<file path="src/rtl/seq_emitter_if.sv">
// Symbol-emitter request/status bundle.
// master: the requester (drives start/reps/gap/abort).
// slave: the emitter.
interface seq_emitter_if #(
  parameter int CNT_W = 8,
  parameter int GAP_W = 4
) ();
  logic             start;
  logic [CNT_W-1:0] reps;
  logic [GAP_W-1:0] gap;
  logic             abort;
  logic [1:0]       num;
  logic             busy;
  logic             done;
  logic [CNT_W-1:0] sent_cnt;
  logic             chk_err;

  modport master (
    output start, reps, gap, abort,
    input  num, busy, done, sent_cnt, chk_err
  );

  modport slave (
    input  start, reps, gap, abort,
    output num, busy, done, sent_cnt, chk_err
  );
endinterface

</file>
<file path="src/rtl/seq_emitter.sv">
// seq_emitter: emits the symbol pattern 1,2,3 `reps` times on a 2-bit bus.
// Each pattern is preceded by `gap` filler (0) symbols. One FIN cycle pulses
// done at the end of a burst. abort returns to IDLE with no done pulse.
// Optional self-check monitor: define SEQ_EMIT_SELFCHK_EN to build it.
// The monitor counts 1,2,3 runs on num and flags a mismatch against reps
// in FIN. When it is not built, chk_err is tied low.
module seq_emitter #(
  parameter int CNT_W = 8,
  parameter int GAP_W = 4
) (
  input  logic          clk,
  input  logic          rst_n,
  seq_emitter_if.slave  bus
);

  typedef enum logic [2:0] {
    S_IDLE, S_GAP, S_SEND1, S_SEND2, S_SEND3, S_FIN
  } state_e;

  state_e           state_q, state_d;
  logic [CNT_W-1:0] reps_q, reps_d;
  logic [GAP_W-1:0] gap_q, gap_d;
  logic [GAP_W-1:0] gcnt_q, gcnt_d;
  logic [CNT_W-1:0] sent_q, sent_d;
  logic [CNT_W-1:0] sent_inc;
  logic [GAP_W-1:0] gap_last;

  assign sent_inc = sent_q + CNT_W'(1);
  assign gap_last = gap_q - GAP_W'(1);

  // State and burst-context registers
  always_ff @(posedge clk or negedge rst_n) begin
    if (!rst_n) begin
      state_q <= S_IDLE;
      reps_q  <= '0;
      gap_q   <= '0;
      gcnt_q  <= '0;
      sent_q  <= '0;
    end else begin
      state_q <= state_d;
      reps_q  <= reps_d;
      gap_q   <= gap_d;
      gcnt_q  <= gcnt_d;
      sent_q  <= sent_d;
    end
  end

  // Next-state logic. The gap counter runs only while in GAP, so it
  // restarts at zero for every pattern.
  always_comb begin
    state_d = state_q;
    reps_d  = reps_q;
    gap_d   = gap_q;
    gcnt_d  = '0;
    sent_d  = sent_q;
    case (state_q)
      S_IDLE: begin
        if (bus.start && !bus.abort) begin
          reps_d = bus.reps;
          gap_d  = bus.gap;
          sent_d = '0;
          if (bus.reps == '0)     state_d = S_FIN;
          else if (bus.gap != '0) state_d = S_GAP;
          else                    state_d = S_SEND1;
        end
      end
      S_GAP: begin
        if (gcnt_q == gap_last) state_d = S_SEND1;
        else                    gcnt_d  = gcnt_q + GAP_W'(1);
      end
      S_SEND1: state_d = S_SEND2;
      S_SEND2: state_d = S_SEND3;
      S_SEND3: begin
        sent_d = sent_inc;
        if (sent_inc == reps_q) state_d = S_FIN;
        else if (gap_q != '0)   state_d = S_GAP;
        else                    state_d = S_SEND1;
      end
      S_FIN:   state_d = S_IDLE;
      default: state_d = S_IDLE;
    endcase
    // An abort drops any partial pattern, including one that is in SEND3.
    if (state_q != S_IDLE && bus.abort) begin
      state_d = S_IDLE;
      sent_d  = sent_q;
      gcnt_d  = '0;
    end
  end

  // Outputs decoded purely from registered state
  always_comb begin
    bus.num = 2'd0;
    case (state_q)
      S_SEND1: bus.num = 2'd1;
      S_SEND2: bus.num = 2'd2;
      S_SEND3: bus.num = 2'd3;
      default: bus.num = 2'd0;
    endcase
  end

  assign bus.busy     = (state_q != S_IDLE);
  assign bus.done     = (state_q == S_FIN);
  assign bus.sent_cnt = sent_q;

`ifdef SEQ_EMIT_SELFCHK_EN
  logic             accept;
  logic [1:0]       h1_q, h2_q;
  logic [CNT_W-1:0] mon_q;
  logic             chk_q;

  assign accept = (state_q == S_IDLE) && bus.start && !bus.abort;

  // Monitor: count 1,2,3 runs on num. Check the count against reps in FIN.
  always_ff @(posedge clk or negedge rst_n) begin
    if (!rst_n) begin
      h1_q  <= '0;
      h2_q  <= '0;
      mon_q <= '0;
      chk_q <= 1'b0;
    end else if (accept) begin
      h1_q  <= '0;
      h2_q  <= '0;
      mon_q <= '0;
      chk_q <= 1'b0;
    end else begin
      h1_q <= bus.num;
      h2_q <= h1_q;
      if (bus.num == 2'd3 && h1_q == 2'd2 && h2_q == 2'd1)
        mon_q <= mon_q + CNT_W'(1);
      if (state_q == S_FIN && mon_q != reps_q)
        chk_q <= 1'b1;
    end
  end

  assign bus.chk_err = chk_q;
`else
  assign bus.chk_err = 1'b0;
`endif

endmodule

</file>
<file path="src/flat_wrapper.sv">
// flat-port wrapper written by rule: the top's interface ports become plain ports
module seq_emitter_flat 
#(
  parameter int CNT_W = 8,
  parameter int GAP_W = 4
)
  (clk, rst_n, bus_start, bus_reps, bus_gap, bus_abort, bus_num, bus_busy, bus_done, bus_sent_cnt, bus_chk_err);
  seq_emitter_if #(.CNT_W(CNT_W), .GAP_W(GAP_W)) bus_i ();
  input  logic clk;
  input  logic rst_n;
  input wire logic [$bits(bus_i.start)-1:0] bus_start;
  input wire logic [$bits(bus_i.reps)-1:0] bus_reps;
  input wire logic [$bits(bus_i.gap)-1:0] bus_gap;
  input wire logic [$bits(bus_i.abort)-1:0] bus_abort;
  output wire logic [$bits(bus_i.num)-1:0] bus_num;
  output wire logic [$bits(bus_i.busy)-1:0] bus_busy;
  output wire logic [$bits(bus_i.done)-1:0] bus_done;
  output wire logic [$bits(bus_i.sent_cnt)-1:0] bus_sent_cnt;
  output wire logic [$bits(bus_i.chk_err)-1:0] bus_chk_err;
  assign bus_i.start = bus_start;
  assign bus_i.reps = bus_reps;
  assign bus_i.gap = bus_gap;
  assign bus_i.abort = bus_abort;
  assign bus_num = bus_i.num;
  assign bus_busy = bus_i.busy;
  assign bus_done = bus_i.done;
  assign bus_sent_cnt = bus_i.sent_cnt;
  assign bus_chk_err = bus_i.chk_err;
  seq_emitter #(.CNT_W(CNT_W), .GAP_W(GAP_W)) u_core (.clk(clk), .rst_n(rst_n), .bus(bus_i));
endmodule
</file>
<file path="config.mk">
export PLATFORM = sky130hd
export DESIGN_NAME = seq_emitter_flat
export DESIGN_NICKNAME = d
export VERILOG_FILES = /design/src/rtl/seq_emitter_if.sv /design/src/rtl/seq_emitter.sv /design/src/flat_wrapper.sv
export SDC_FILE = /design/constraint.sdc
export NUM_CORES = 1
export LEC_CHECK = 0
export ABC_AREA = 1
export BUFFER_PORTS_ARGS = -buffer_cell sky130_fd_sc_hd__buf_2
export CORE_ASPECT_RATIO = 1.75
export CORE_MARGIN = 2
export CORE_UTILIZATION = 35
export DETAILED_ROUTE_END_ITERATION = 8
export PLACE_DENSITY = 0.64
export SETUP_SLACK_MARGIN = 0.05
export SLEW_MARGIN = 20
export SYNTH_ARGS = -nofsm -noshare
export SYNTH_HDL_FRONTEND = slang
export SYNTH_SLANG_ARGS = --single-unit
</file>
<file path="constraint.sdc">
create_clock -name clk -period 1.85 [get_ports clk]
set_input_delay 0 -clock clk [delete_from_list [all_inputs] [get_ports clk]]
set_output_delay 0 -clock clk [all_outputs]
set_load 0.005 [all_outputs]
</file>
# Word-level counts from Yosys, hierarchy flattened
# Cells that the tools add are included.
# word_totals
wordCells	45
reg_bits	27
rom_bits	0
out_inout_bits	13
ramBits	0
latch_bits	0
memories	0
in_bits	16
# op_classes
n_eq_ne	10
multipliers	0
addsub	3
muxes	14
reduce_logical	12
n_bitwise	1
n_lt_le_gt_ge	0
div_mod_pow	0
shifts	0
# ops
operator	n
$pmux 8 s2	1
$mux 3	5
$pmux 3 s5	1
$mux 4	3
$add 8x1->8 const B	1
$eq 8x8->1	1
$logic_not 8->1	1
$mux 8	1
$reduce_bool 4->1	2
$eq 3x2->1 const B	2
$eq 3x3->1 const B	2
$ne 3x1->1 const B	2
$pmux 2 s3	1
$add 4x1->4 const B	1
$eq 4x4->1	1
$mux 2	2
$reduce_and 2->1	2
$sub 4x1->4 const B	1
$eq 3x1->1 const B	1
$logic_not 3->1	1
$reduce_and 3->1	1
$reduce_bool 3->1	1
$logic_and 1x1->1	2
$ne 2x1->1 const B	1
other kinds (3)	3

# Depth between registers and ports, before layout
# depth
word_depth	6
mapped_depth	15
mapped_depth_nobuf	15

# Worst setup path before layout
# Ideal clock, no wire load.
# synth_path
path_type	register -> register
startpoint	reg u_core.sent_q[0] (netlist: u_core.bus.sent_cnt[0])
endpoint	reg u_core.state_q[0]
t_required_ps	1781
setup_time_ps	69
stages_incl_launch_ff	13
setup_slack_ps	244
period_less_slack_ps	1606
t_arrival_ps	1536
path_buffers	0
path_cell_list	dfrtp_1 > ha_1 > xnor2_1 > nand2_1 > nor2_1 > nand2_1 > nor2_2 > nand3_2 > nand2_1 > nand2_1 > nand2_1 > nand2_1 > nand2_1
# synth_via
elab_chain_len	5
# synth_lines
item	line	text
start: declaration	seq_emitter.sv:24	logic [CNT_W-1:0] sent_q, sent_d;
start signal: assignment	seq_emitter.sv:44	sent_q <= sent_d;
$add 8x1->8	seq_emitter.sv:28	assign sent_inc = sent_q + CNT_W'(1);
$eq 8x8->1	seq_emitter.sv:75	if (sent_inc == reps_q) state_d = S_FIN;
$mux 3	seq_emitter.sv:75	
$pmux 3 s5	seq_emitter.sv:56	case (state_q)
$mux 3	seq_emitter.sv:83	if (state_q != S_IDLE && bus.abort) begin
end signal: assignment	seq_emitter.sv:40	state_q <= state_d;
end: declaration	seq_emitter.sv:20	state_e state_q, state_d;
# Every way passes these cells.
# A chain may end at the register's enable or synchronous reset.

# Worst setup path in the final report
# layout_path
startpoint	reg u_core.sent_q[1] (netlist: u_core.bus.sent_cnt[1])
endpoint	reg u_core.state_q[2]
# Same word-level chain as after synthesis.

==> summary.md <==
| Metric | Value |
|---|---|
| Final design utilization | `44.5%` |
| Status | `completed` |
| Post-route setup slack | `0.182 ns` |
| Reg clk slew, reported paths | `0.09 ns` |
| Global-route wire length before repair | `6920 um` |
| Layout cells sized above 1 | `21.6%` |
| Yosys cell types | `28` |
| Synth area leaders | `dfrtp_1 (41%), nand2_1 (12%), inv_1 (8.9%)` |
| Synth Register Bits | `27` |
| Worst path bufs/invs | `2` |
| Fin. Hold Viols | `0` |
| CP Cell Sequence | `ha_2 -> buf_6 -> inv_2 -> nand2_2 -> nand3b_1 -> nand2_1 -> nor2_1 -> nand2_1 -> nor2_2 -> nand3_2 -> o21ai_2 -> nor2_1 -> nor2_1` |
| Remaining DRCs | `0` |
| Max clock buf depth | `2` |
| Via density | `4.82` |
| Crit-path most repeated cell | `nor2_1` |
| I/O pin count | `29` |
| Data required, critical path | `2.06 ns` |
| Most frequent cells in the layout | `nand2_1 (52), inv_1 (38), buf_2 (27), dfrtp_1 (27), nand3_1 (23)` |
| Hold Path Class | `in2reg` |
| Final clock skew | `0.00213 ns` |
| Core box area | `0.00462 sq mm` |
| Layout filler cell count | `495` |
| CP Class | `reg2reg` |
| Ys Warns | `0` |
| CTS tree | `done` |
| Multi-input gate area in the final layout | `831 sq um` |
| Pwr Density | `1030 mW/mm^2` |
| CP top delay family | `simple AND/OR/NAND/NOR gates` |
| Htree depth | `1` |
| Sink Count | `27` |
| Die W | `55.9 um` |
| Most common cell after layout, fill and taps aside | `nand2_1` |
| Slew of the pin with the lowest slew margin | `0.642 ns` |
| Initial antenna violation count | `0` |
| Dpl ws | `0.207 ns` |
| Syn Inst Count | `228` |
| Starting Density | `35.7%` |
| Die area | `0.00531 sq mm` |
| P&R area growth vs syn | `24.6%` |
| Tmin final | `1.67 ns` |
| # rows | `33` |
| Placement-stage cell area | `0.00187 sq mm` |
| Period utilization | `90.2%` |
| FFs w/ async S/R, synth | `100%` |
| Post-synthesis sequential area ratio | `40.9%` |
| Post-Synth XOR/XNOR Area | `4.77%` |
| Fmax | `600 MHz` |
| Crit path DAT | `1.88 ns` |
| Largest family of logic cells by synthesized area | `simple AND/OR/NAND/NOR gates` |
| Routed Antenna Nets | `0` |
| Post-synthesis adder-cell area fraction | `2.27%` |
| Vias in the first global route | `1,574` |
| Setup violators final | `0` |
| RSZ-0062 raised after global routing | `yes` |
| Worst path max stage delay | `0.41 ns` |
| Via count | `1,565` |
| Slew HR | `57.2%` |
| Clock latency on the worst-skew pair | `0.28 ns` |
| VDD IR max | `0.659 mV` |
| Max Slew Vio Count | `0` |
| DP HPWL | `2950 um` |
| Crit path max fanout | `3` |
| Multiplexer share of the synthesized area | `0%` |
| ANT cells | `0` |
| Grt total ovfl | `0` |
| Main synth FF type | `dfrtp_1` |
| Cell taking the most area after synthesis | `dfrtp_1` |
| Layout Nets | `293` |
| Finished Cell Area | `0.00206 sq mm` |
| MaxCap Viol Count | `0` |
| DRT Wirelength | `3950 um` |
| Synthesized area | `0.00165 sq mm` |
| Largest net degree at the start of global routing | `28` |
| Leakage | `1.06 nW` |
| CP endpoint kind | `register` |
| Die height | `94.9 um` |
| GRT Resource Usage Total | `16.9%` |
| Total iterations of the first detailed-routing run | `4` |
| Hold WS | `0.00479 ns` |
| Simple-gate share of the synthesized area | `32.7%` |
| Port Buf Inserts | `27` |
| Clock Root Buffer | `clkbuf_8` |
| Synthesized area per cell | `7.25 sq um` |
| Synth top area share | `40.9%` |
| Drt initial violations | `35` |
| Drt wl/cell | `12.2 um` |
| Post-synthesis compound-gate area fraction | `9.08%` |
| Synth Net Count | `247` |
| CTS buffer count | `3` |
| Worst setup SP type | `register` |
| Routability congestion estimate from global placement | `0.891` |
| CP max-delay cell | `dfrtp_1` |
| Reg area | `676 sq um` |
| Post-synth EDFFs | `0` |
==> power breakdown <==
| group | total [mW] | internal [mW] | switching, mW |
|---|---|---|---|
| Sequential | 0.888 | 0.750 | 0.138 |
| Combinational | 0.892 | 0.399 | 0.493 |
| Clock | 0.343 | 0.151 | 0.192 |
==> registers in the layout (all words and copies together), names as in the netlist <==
register and cells:
u_core.reps_q 8, u_core.state_q 3, u_core.bus.sent_cnt 8, u_core.gap_q 4
u_core.gcnt_q 4
==> worst paths after layout <==
kind	cells after the start	endpoint	slack [ns]	from
max in group asynchronous	2	u_core.bus.sent_cnt[1]	1.16	rst_n
setup reg to reg	13	u_core.state_q[2]	0.18	u_core.bus.sent_cnt[1]
min in group asynchronous	2	u_core.bus.sent_cnt[7]	0.27	rst_n
hold reg to reg	2	u_core.gap_q[1]	0.50	u_core.gap_q[1]
setup / recovery	13	u_core.state_q[2]	0.18	u_core.bus.sent_cnt[1]
hold / removal	3	u_core.reps_q[1]	0.005	bus_reps[1]
==> Yosys cell counts (2+ instances only) <==
cell and instances:
o22ai_1 3, xnor2_1 7, o21ai_0 14, nor2_4 2, nor2_1 19, a21oi_1 2, nand3_1 23, nand3b_1 3
xor2_1 2, ha_1 3, o21ai_1 4, nand3_2 2, nand2_1 55, nand2_2 3, nand4_1 2, nor3_1 4
nor2_2 5, dfrtp_1 27, inv_1 39
==> logic make-up after synthesis <==
logic type,count (synthesis)
other,1
xor gates and xnor gates,9
AOI/OAI and AO/OA,27
DFF,27
buffers and inverters,43
adders and majority gates,3
and+or+nand+nor,118
==> metal layers <==
metal	wire, um	GRT usage, %	up-vias	share of wire [%]
met2	2220	33.7	27	56
met4	116	8.33	0	2.9
met5	0	0	-	0
met3	99	1.92	11	2.5
met1	1520	17.0	718	38
li1	-	-	809	-
==> worst register-to-register path: cells and delay by family, from the launching register on <==
kind,cells,cell delay (ns)
DFF,1,0.41
and+or+nand+nor,9,0.69
AOI/OAI and AO/OA,1,0.13
buffers and inverters,2,0.15
adders and majority gates,1,0.22
==> final cells by class <==
cell class / count / area share [%]
Clock buffer: 3 / 2.00
Clock inverter: 1 / 0.243
Inverter: 40 / 7.29
Multi-Input combinational cell: 158 / 40.3
Sequential cell: 27 / 32.8
Tap cell: 52 / 3.16
Timing Repair Buffer: 44 / 14.2
==> metrics by stage <==
stage	power [mW]	TNS [ns]	instances
after global placement	1.74	0	308
after detailed placement	1.76	0	308
after CTS	2.12	0	321
after global routing	2.33	-0.0161	325
after floorplan	1.51	0	228
final	2.12	0	325
==> timing repair <==
| item | CTS | global route |
|---|---|---|
| setup buffers | 0 | 3 |
| endpoints found under the setup margin | 0 | 3 |
| hold endpoints to repair | 35 | 1 |
| gates resized for setup | 0 | 9 |
| hold buffers | 9 | 1 |
Power figures use the tool's default switching activity.
